===== src/rtl/generate_clock_divider.sv =====
// Three independent counter-based dividers producing 10 kHz, 50 kHz and ~38 kHz
// square waves from the 50 MHz system clock; each output comes straight from a flop.

module generate_clock_divider_channel #(
  parameter int unsigned HALF  = 2,
  parameter int unsigned CNT_W = 1
) (
  input  logic clk_in,
  input  logic rst_n,
  output logic q
);

  localparam logic [CNT_W-1:0] LAST = CNT_W'(HALF - 1);

  logic [CNT_W-1:0] cnt;

  // NOTE: state flops use non-blocking assignments so every flop samples the
  // pre-edge values of the others; the async reset clears both cnt and q.
  always_ff @(posedge clk_in or negedge rst_n) begin
    if (!rst_n) begin
      cnt <= '0;
      q   <= 1'b0;
    end else if (cnt == LAST) begin
      cnt <= '0;
      q   <= ~q;
    end else begin
      cnt <= cnt + 1'b1;
    end
  end

endmodule

module generate_clock_divider #(
  parameter int unsigned HALF_10K = 2500,
  parameter int unsigned HALF_50K = 500,
  parameter int unsigned HALF_38K = 658
) (
  input  logic clk_in,
  output logic clk_10k,
  output logic clk_50k,
  output logic clk_38k,
  input  logic rst_n
);

  // Nominal widths are 12/9/10 bits; grow them if a parameter override needs more.
  function automatic int unsigned cnt_width(input int unsigned half,
                                            input int unsigned nominal);
    int unsigned need;
    need = (half > 1) ? $clog2(half) : 1;
    return (need > nominal) ? need : nominal;
  endfunction

  localparam int unsigned W_10K = cnt_width(HALF_10K, 12);
  localparam int unsigned W_50K = cnt_width(HALF_50K, 9);
  localparam int unsigned W_38K = cnt_width(HALF_38K, 10);

  generate_clock_divider_channel #(
    .HALF  (HALF_10K),
    .CNT_W (W_10K)
  ) u_ch_10k (
    .clk_in (clk_in),
    .rst_n  (rst_n),
    .q      (clk_10k)
  );

  generate_clock_divider_channel #(
    .HALF  (HALF_50K),
    .CNT_W (W_50K)
  ) u_ch_50k (
    .clk_in (clk_in),
    .rst_n  (rst_n),
    .q      (clk_50k)
  );

  generate_clock_divider_channel #(
    .HALF  (HALF_38K),
    .CNT_W (W_38K)
  ) u_ch_38k (
    .clk_in (clk_in),
    .rst_n  (rst_n),
    .q      (clk_38k)
  );

endmodule


===== config.mk =====
export PLATFORM = sky130hd
export DESIGN_NAME = generate_clock_divider
export DESIGN_NICKNAME = d
export VERILOG_FILES = /design/src/rtl/generate_clock_divider.sv
export SDC_FILE = /design/constraint.sdc
export NUM_CORES = 1
export LEC_CHECK = 0
export CAP_MARGIN = 10
export CORE_UTILIZATION = 40
export DETAILED_ROUTE_END_ITERATION = 8
export HOLD_SLACK_MARGIN = 0.08
export PLACE_DENSITY = 0.57
export SLEW_MARGIN = 20
export SYNTH_ARGS = -nofsm -noshare
export SYNTH_HDL_FRONTEND = slang
export SYNTH_SLANG_ARGS = --single-unit

===== constraint.sdc =====
create_clock -name clk_in -period 1.7 [get_ports clk_in]
set_clock_uncertainty 0.1 [all_clocks]
set_input_delay 0.17 -clock clk_in [delete_from_list [all_inputs] [get_ports clk_in]]
set_output_delay 0.17 -clock clk_in [all_outputs]
set_load 0.01 [all_outputs]

### Word level (Yosys, flattened, before mapping)

Index checks and enable logic that the tools add are counted.

* output and inout bits: 3
* flip-flop bits (word level): 34
* word-level logic and storage cells: 18
* input bits: 2

* bitwise operators: 3
* mux-type cells: 3
* add/sub/neg operators: 3
* eq/ne operators: 3

Operator list (count)
* $add A12 B1 Y12 const B: 1
* $eq A12 B12 Y1 const B: 1
* $mux W12: 1
* $add A10 B1 Y10 const B: 1
* $eq A10 B10 Y1 const B: 1
* $mux W10: 1
* $add A9 B1 Y9 const B: 1
* $eq A9 B9 Y1 const B: 1
* $mux W9: 1
* $not A1 Y1: 3

### Longest topological paths before layout

Gate-level depths: netlist (run 1).

* word-level depth: 2
* mapped depth: 6
* depth with buffers taken out: 5

### Hierarchy

A second synthesis (run 1) with hierarchy kept.

* cells, all modules: 149
* area, all modules: 1647.8 um2

By module, submodules not included
* generate_clock_divider_channel at u_ch_10k: area an instance 614.3 um2, cells each 54, instances 1, sequential area each 325.3 um2
* generate_clock_divider_channel at u_ch_38k: area an instance 530.5 um2, cells each 47, instances 1, sequential area each 275.3 um2
* generate_clock_divider_channel at u_ch_50k: area an instance 503.0 um2, cells each 48, instances 1, sequential area each 250.2 um2

### Worst setup path before layout (run 1)

Ideal clock, no wire load.

* path kind: reg-to-reg
* start: register u_ch_10k.cnt[5]
* end: register u_ch_10k.cnt[8]
* arrival time: 1.526 ns
* library setup time: 0.151 ns
* required time: 1.449 ns
* period minus slack after synthesis: 1.778 ns
* setup slack: -0.078 ns
* stages on the path, launching flop included: 4
* buffers on the path: 0
* cell sequence: dfrtp_1 or4b_4 nor4_4 o221ai_1

* cells in the longest elaborated chain, start to end: 2
* elaborated cells on any way between the ends: 3
* classes of those cells: 1 x add/sub; 1 x eq/ne; 1 x mux

Ends and longest elaborated chain
* from (decl): RTL line 15 `logic [CNT_W-1:0] cnt;`
* from (signal assigned): RTL line 27 `cnt <= cnt + 1'b1;`
* $add A12 B1 Y12 / $eq A12 B12 Y1 (equally long branches): RTL line 27, 23
* $mux W12 *: RTL line 23 `end else if (cnt == LAST) begin`

Every way passes the cells marked *; elsewhere a longest branch is shown, timed or not.
A chain may end at the register's enable or synchronous reset.

### Final worst setup path (run 1)

* start: register u_ch_10k.cnt[5]
* end: register u_ch_10k.q

* cells in the longest elaborated chain, start to end: 1

Ends and longest elaborated chain
* $eq A12 B12 Y1: RTL line 23
* to (signal assigned): RTL line 25 `q <= ~q;`
* to (decl): RTL line 10 `output logic q`

Every way passes these cells.

==> results by group, run 1 <==
Pwr
  • Combinational share of power: 0.013
  • Internal power: 1.14 mW
  • Clock share of power: 0.426
  • Power share of the sequential group: 0.561
  • Pleak: 0.803 nW
  • P_sw: 303 uW
  • Switch share: 0.210
  • Cell Pwr Density: 798 nW/um^2
  • Worst VDD drop: 489 uV

Layout
  • N_diodes: 0
  • Post-Layout Cell Count: 209
  • Most frequent cells in the layout: 34 x dfrtp_1, 12 x nor2_1, 11 x nand3_1
  • FILL cells: 354
  • Area grow syn2layout: 16.6%
  • Area of the multi-input gates: 674 sq um
  • Proportion of layout cells with a drive suffix above 1: 0.130
  • Nets: 166
  • Most common cell after layout, fill and taps aside: dfrtp_1
  • Finished Cell Area: 1810 sq um
  • FF+latch area: 851 sq um

Status
  • Outcome: finished, final reports clean

Synthesis
  • #FFs+latches synth: 34
  • Share of flip-flops with an asynchronous set or reset: 1.00
  • Seq/Total Area, Yosys: 0.549
  • Yosys cell types: 29
  • Post-synth EDFFs: 0
  • Mean area per synthesized cell: 11.0 sq um
  • Synth Flop Type: dfrtp_1
  • YS warnings: 0
  • Post-Synthesis Cells: 141
  • Post-Syn Nets: 147
  • Synthesized area: 1550 sq um

Floorplanning
  • DIE AREA: 4130 sq um
  • Die span in y: 64.2 um
  • Total core area: 3690 sq um
  • # rows: 22
  • Initial Util: 0.420
  • IO Count: 5
  • Width of the die: 64.2 um

Critical path
  • Crit path max fanout: 6
  • Crit path required time: 1.81 ns
  • Arrival @ worst endpoint: 1.74 ns
  • WS Path Type: flop to flop
  • CP Launch Type: flop
  • Worst Setup End Kind: flop

Timing
  • Final slew viol count: 0
  • Hold Slack: 0.186 ns
  • Worst-margin pin slew: 0.432 ns
  • Max-slew headroom: 0.712
  • FMAX: 613 MHz
  • RSZ-0062 raised after global routing: yes
  • Finish-stage setup viols: 0
  • Hold Fails Final Rpt: 0
  • Total negative slack: 0 ns
  • PnR worst setup slack: 0.0686 ns
  • Period utilization: 0.960
  • Fin crit period: 1.63 ns

Global routing
  • First-pass GRT wire length: 4880 um
  • GRT Util Overall: 0.158
  • Number of global-route vias before repair: 1098
  • Initial antenna violation count: 0
  • Pin count of the biggest net entering global routing: 35
  • Total gr overflow: 0

Clock tree
  • Cts bufs inserted: 5
  • Clock tree buffer depth: 2
  • Clock tree sinks: 34
  • Clock Tree Root: clkbuf_8
  • Cts-stage hold buffer count: 0
  • H-tree depth: 2
  • Clk_lat worst skew: 0.29 ns
  • Reg clk slew, reported paths: 0.07 ns
  • CTS tree: yes

Detailed routing
  • WL final: 2730 um
  • Antenna Nets Post-Route: 0
  • Drc violations: 0
  • Avg WL per Cell: 13.1 um
  • Vias: 1083
  • Via/cell ratio: 5.18
  • Pre-Repair DR Iteration Count: 4
  • Initial DRC count: 46

Placement
  • Pre-CTS setup slack: 0.0754 ns
  • Port bufs: 4
  • Cell Count Post-Placement: 201
  • Post-place instance area: 1710 sq um
  • RePlAce Congestion: 0.790
  • HPWL after detailed placement: 1930 um

Hold path
  • Worst min path class: primary input to async pin

Job
  • Max Cap Viol: 0
-- kinds of logic after synthesis --
group	share of synthesized area
adders and majority gates	0.0323
buffers and inverters	0.0170
AOI/OAI and AO/OA	0.0792
xor gates and xnor gates	0.0961
DFF	0.549
and+or+nand+nor	0.226
-- sequential cells by signal, indices dropped and copies added, names as in the netlist --
| signal | count |
|---|---|
| u_ch_10k.q | 1 |
| u_ch_50k.cnt | 9 |
| u_ch_38k.q | 1 |
| u_ch_10k.cnt | 12 |
| u_ch_50k.q | 1 |
| u_ch_38k.cnt | 10 |
-- cell type report --
cell class,instances,share of cell area
timing repair buffer,13,0.0596
tap,48,0.0332
inverter,6,0.0125
multi-input combinational,100,0.373
clock inverter,1,0.00277
clock buffer,7,0.0478
sequential,34,0.471
-- per-stage QoR --
| step | total power [mW] | utilization |
|---|---|---|
| detailed placement | 0.845 | 0.464 |
| global placement | 0.844 | 0.464 |
| floorplan | 0.824 | - |
| global route | 1.50 | 0.490 |
| finish | 1.44 | 0.490 |
| CTS | 1.46 | 0.489 |
-- metal layers --
metal | GRT usage | wire length, um | vias up | part of all wire
li1 | - | - | 538 | -
met1 | 0.188 | 1240 | 527 | 0.45
met2 | 0.265 | 1360 | 11 | 0.50
met3 | 0.0482 | 86 | 7 | 0.032
met4 | 0.0667 | 37 | 0 | 0.014
met5 | 0 | 0 | - | 0
-- cells in the mapped netlist, types with 4 or more instances --
master | instances | area share
or3_1 | 4 | 0.016
nand3_1 | 11 | 0.036
xor2_1 | 8 | 0.045
ha_1 | 4 | 0.032
o21ai_0 | 7 | 0.023
xnor2_1 | 9 | 0.051
nor2_1 | 12 | 0.029
inv_1 | 6 | 0.015
dfrtp_1 | 34 | 0.55
or4_1 | 4 | 0.019
nand4_1 | 5 | 0.020
a21oi_1 | 8 | 0.026
nand2_1 | 5 | 0.012
-- path summary, 6_finish.rpt --
path | start | to | slack (ns) | depth (start not counted)
max | u_ch_10k.cnt[5]$_DFF_PN0_ | u_ch_10k.q$_DFFE_PN0N_ | 0.07 | 4
min | rst_n | u_ch_38k.cnt[7]$_DFF_PN0_ | 0.19 | 2
max reg2reg | u_ch_10k.cnt[5]$_DFF_PN0_ | u_ch_10k.q$_DFFE_PN0N_ | 0.07 | 4
min reg2reg | u_ch_50k.q$_DFFE_PN0N_ | u_ch_50k.q$_DFFE_PN0N_ | 0.37 | 1
max in group asynchronous | rst_n | u_ch_50k.cnt[1]$_DFF_PN0_ | 1.00 | 2
min in group clk_in | u_ch_50k.q$_DFFE_PN0N_ | u_ch_50k.q$_DFFE_PN0N_ | 0.37 | 1
-- critical path, cell delays in order (launching register included) --
cell and delay, ns:
dfrtp_1 0.38, or4b_4 0.55, nor4_4 0.19, buf_4 0.19
xor2_1 0.14
-- timing repair --
action / CTS / global route
setup buffers: 0 / 0
setup endpoints to repair: 0 / 5
resized for setup: 0 / 2
-- power by group through the flow --
stage | sequential (mW) | clock [mW] | combinational, mW
floorplan | 0.824 | 0 | 0.000000268
global placement | 0.824 | 0 | 0.0196
detailed placement | 0.824 | 0 | 0.0206
CTS | 0.809 | 0.635 | 0.0206
global route | 0.808 | 0.666 | 0.0226
finish | 0.809 | 0.615 | 0.0188
No activity file was read; power rests on OpenSTA's default activity.
==> run 2: changes to the inputs <==
RECOVER_POWER = 100   (was unset)
==> run 2 against run 1 <==
Fmax decreased by 0.13%. Critical path depth unchanged. Combinational power shrank 6%. Sequential power about the same. Global-route usage stayed put. Non-clock buffer count did not move. Sequential cell count did not move. Sequential share of layout area is 0.33 points higher. Worst setup slack lost 0.0021 ns. Critical path type unchanged.
==> results by group, run 2 (same netlist as run 1, synthesis figures left out) <==
Status
  • Outcome: finished, final reports clean

Detailed routing
  • Pre-Repair DR Iteration Count: 4
  • Avg WL per Cell: 13.0 um
  • Vias: 1085
  • Via/cell ratio: 5.19
  • WL final: 2730 um
  • Drc violations: 0
  • Antenna Nets Post-Route: 0
  • Initial DRC count: 47

Clock tree
  • Clk_lat worst skew: 0.28 ns
  • Clock tree sinks: 34
  • H-tree depth: 2
  • Clock tree buffer depth: 2
  • Cts-stage hold buffer count: 0
  • Resized cells post-CTS: 0
  • Cts bufs inserted: 5
  • Post-CTS Setup Bufs: 0
  • CTS tree: yes
  • Reg clk slew, reported paths: 0.07 ns
  • Clock Tree Root: clkbuf_8

Placement
  • Pre-CTS setup slack: 0.0754 ns
  • HPWL after detailed placement: 1930 um
  • Port bufs: 4
  • Cell Count Post-Placement: 201
  • Post-place instance area: 1710 sq um
  • RePlAce Congestion: 0.790

Critical path
  • Arrival @ worst endpoint: 1.75 ns
  • Worst R2R Path Depth: 4
  • Worst Setup End Kind: flop
  • Critical path buffer and inverter count: 1
  • Crit path max fanout: 6
  • CP Cell Sequence: or4b_4 > nor4_4 > buf_4 > xor2_1
  • Worst path slowest cell: or4b_4
  • Crit path required time: 1.81 ns
  • Worst path top cell family by delay: simple AND/OR/NAND/NOR gates
  • Delay of the slowest critical-path stage: 0.55 ns
  • CP Launch Type: flop
  • Instance count on the critical path: 4
  • WS Path Type: flop to flop

Global routing
  • Number of global-route vias before repair: 1098
  • Met3 global-route usage: 0.0482
  • Met1 GRT Util: 0.188
  • First-pass GRT wire length: 4880 um
  • Initial antenna violation count: 0
  • GRT Util Overall: 0.158
  • Total gr overflow: 0
  • Gr busiest metal: met2
  • Met2 GRT Util: 0.265
  • Pin count of the biggest net entering global routing: 35

Layout
  • Max reg flops: 12
  • Proportion of layout cells with a drive suffix above 1: 0.118
  • Area grow syn2layout: 15.8%
  • Most common cell after layout, fill and taps aside: dfrtp_1
  • N_diodes: 0
  • Nets: 166
  • Top reg by flops: u_ch_10k.cnt
  • Post-Layout Cell Count: 209
  • Finished Cell Area: 1790 sq um
  • Most frequent cells in the layout: 34 x dfrtp_1, 12 x nor2_1, 11 x nand3_1
  • Leading registers by flop count: u_ch_10k.cnt: 12 flops, u_ch_38k.cnt: 10 flops, u_ch_50k.cnt: 9 flops

Floorplanning
  • DIE AREA: 4130 sq um
  • Total core area: 3690 sq um
  • IO Count: 5
  • # rows: 22
  • Initial Util: 0.420
  • Width of the die: 64.2 um
  • Die span in y: 64.2 um

Timing
  • Finish-stage setup viols: 0
  • Hold Fails Final Rpt: 0
  • RSZ-0062 raised after global routing: yes
  • PnR worst setup slack: 0.0664 ns
  • Period utilization: 0.961
  • FMAX: 612 MHz
  • Hold Slack: 0.368 ns
  • Max-slew headroom: 0.438
  • Fin crit period: 1.63 ns
  • Final slew viol count: 0
  • Worst-margin pin slew: 0.843 ns

Pwr
  • Worst VDD drop: 487 uV
  • Pleak: 0.803 nW
  • Cell Pwr Density: 803 nW/um^2
  • Final Power: 1.44 mW

Hold path
  • Worst min path class: flop to flop
  • Min-Delay Path Depth: 1

Job
  • Max Cap Viol: 0
run 2: changes by cell type in the layout (fill, tap and decap cells not counted), sizes merged:
cell	previous run	this run
buf	9	5
clkbuf	7	11
dlygate4sd3	0	3
clkdlybuf4s50	4	1
run 2: final cells by class:
type	instances	area (sq um)
fillers	356	1890
flip-flops and latches	34	851
multi-input cells	100	674
repair buffers	13	95.1
clock inverters	1	5.00
clock buffers	7	86.3
well taps	48	60.1
inverters	6	22.5
run 2: power breakdown:
group	leakage [nW]	internal (mW)	total, mW	switching (mW)
Sequential	0.432	0.809	0.809	0
Combinational	0.323	0.00224	0.0176	0.0154
Clock	0.0482	0.327	0.614	0.287
run 2: worst reg2reg max path: stages, from the launching register on:
cell and delay (ns):
dfrtp_1 0.38, or4b_4 0.55, nor4_4 0.19, buf_4 0.20
xor2_1 0.14
run 2: final timing paths:
path	startpoint	endpoint	slack, ns
setup reg to reg	u_ch_10k.cnt[5]$_DFF_PN0_	u_ch_10k.q$_DFFE_PN0N_	0.07
max in group asynchronous	rst_n	u_ch_50k.cnt[1]$_DFF_PN0_	0.56
hold / removal	u_ch_50k.q$_DFFE_PN0N_	u_ch_50k.q$_DFFE_PN0N_	0.37
hold reg to reg	u_ch_50k.q$_DFFE_PN0N_	u_ch_50k.q$_DFFE_PN0N_	0.37
setup / recovery	u_ch_10k.cnt[5]$_DFF_PN0_	u_ch_10k.q$_DFFE_PN0N_	0.07
min in group asynchronous	rst_n	u_ch_38k.cnt[7]$_DFF_PN0_	0.41
run 2: through the flow:
step / utilization / setup TNS, ns
2_1_floorplan: - / 0
3_3_place_gp: 0.464 / 0
3_5_place_dp: 0.464 / 0
4_1_cts: 0.489 / 0
5_1_grt: 0.486 / -0.0248
6_report: 0.486 / 0
run 2: metal layers:
layer	up-vias	routed length [um]
met1	529	1240
met4	0	37
li1	538	-
met3	7	86
met2	11	1360
met5	-	0
==> run 3: changes to the inputs <==
SKIP_LAST_GASP = 1   (was unset)
==> results of run 3 <==
Final layout, timing and power as in run 2 (identical DEF).
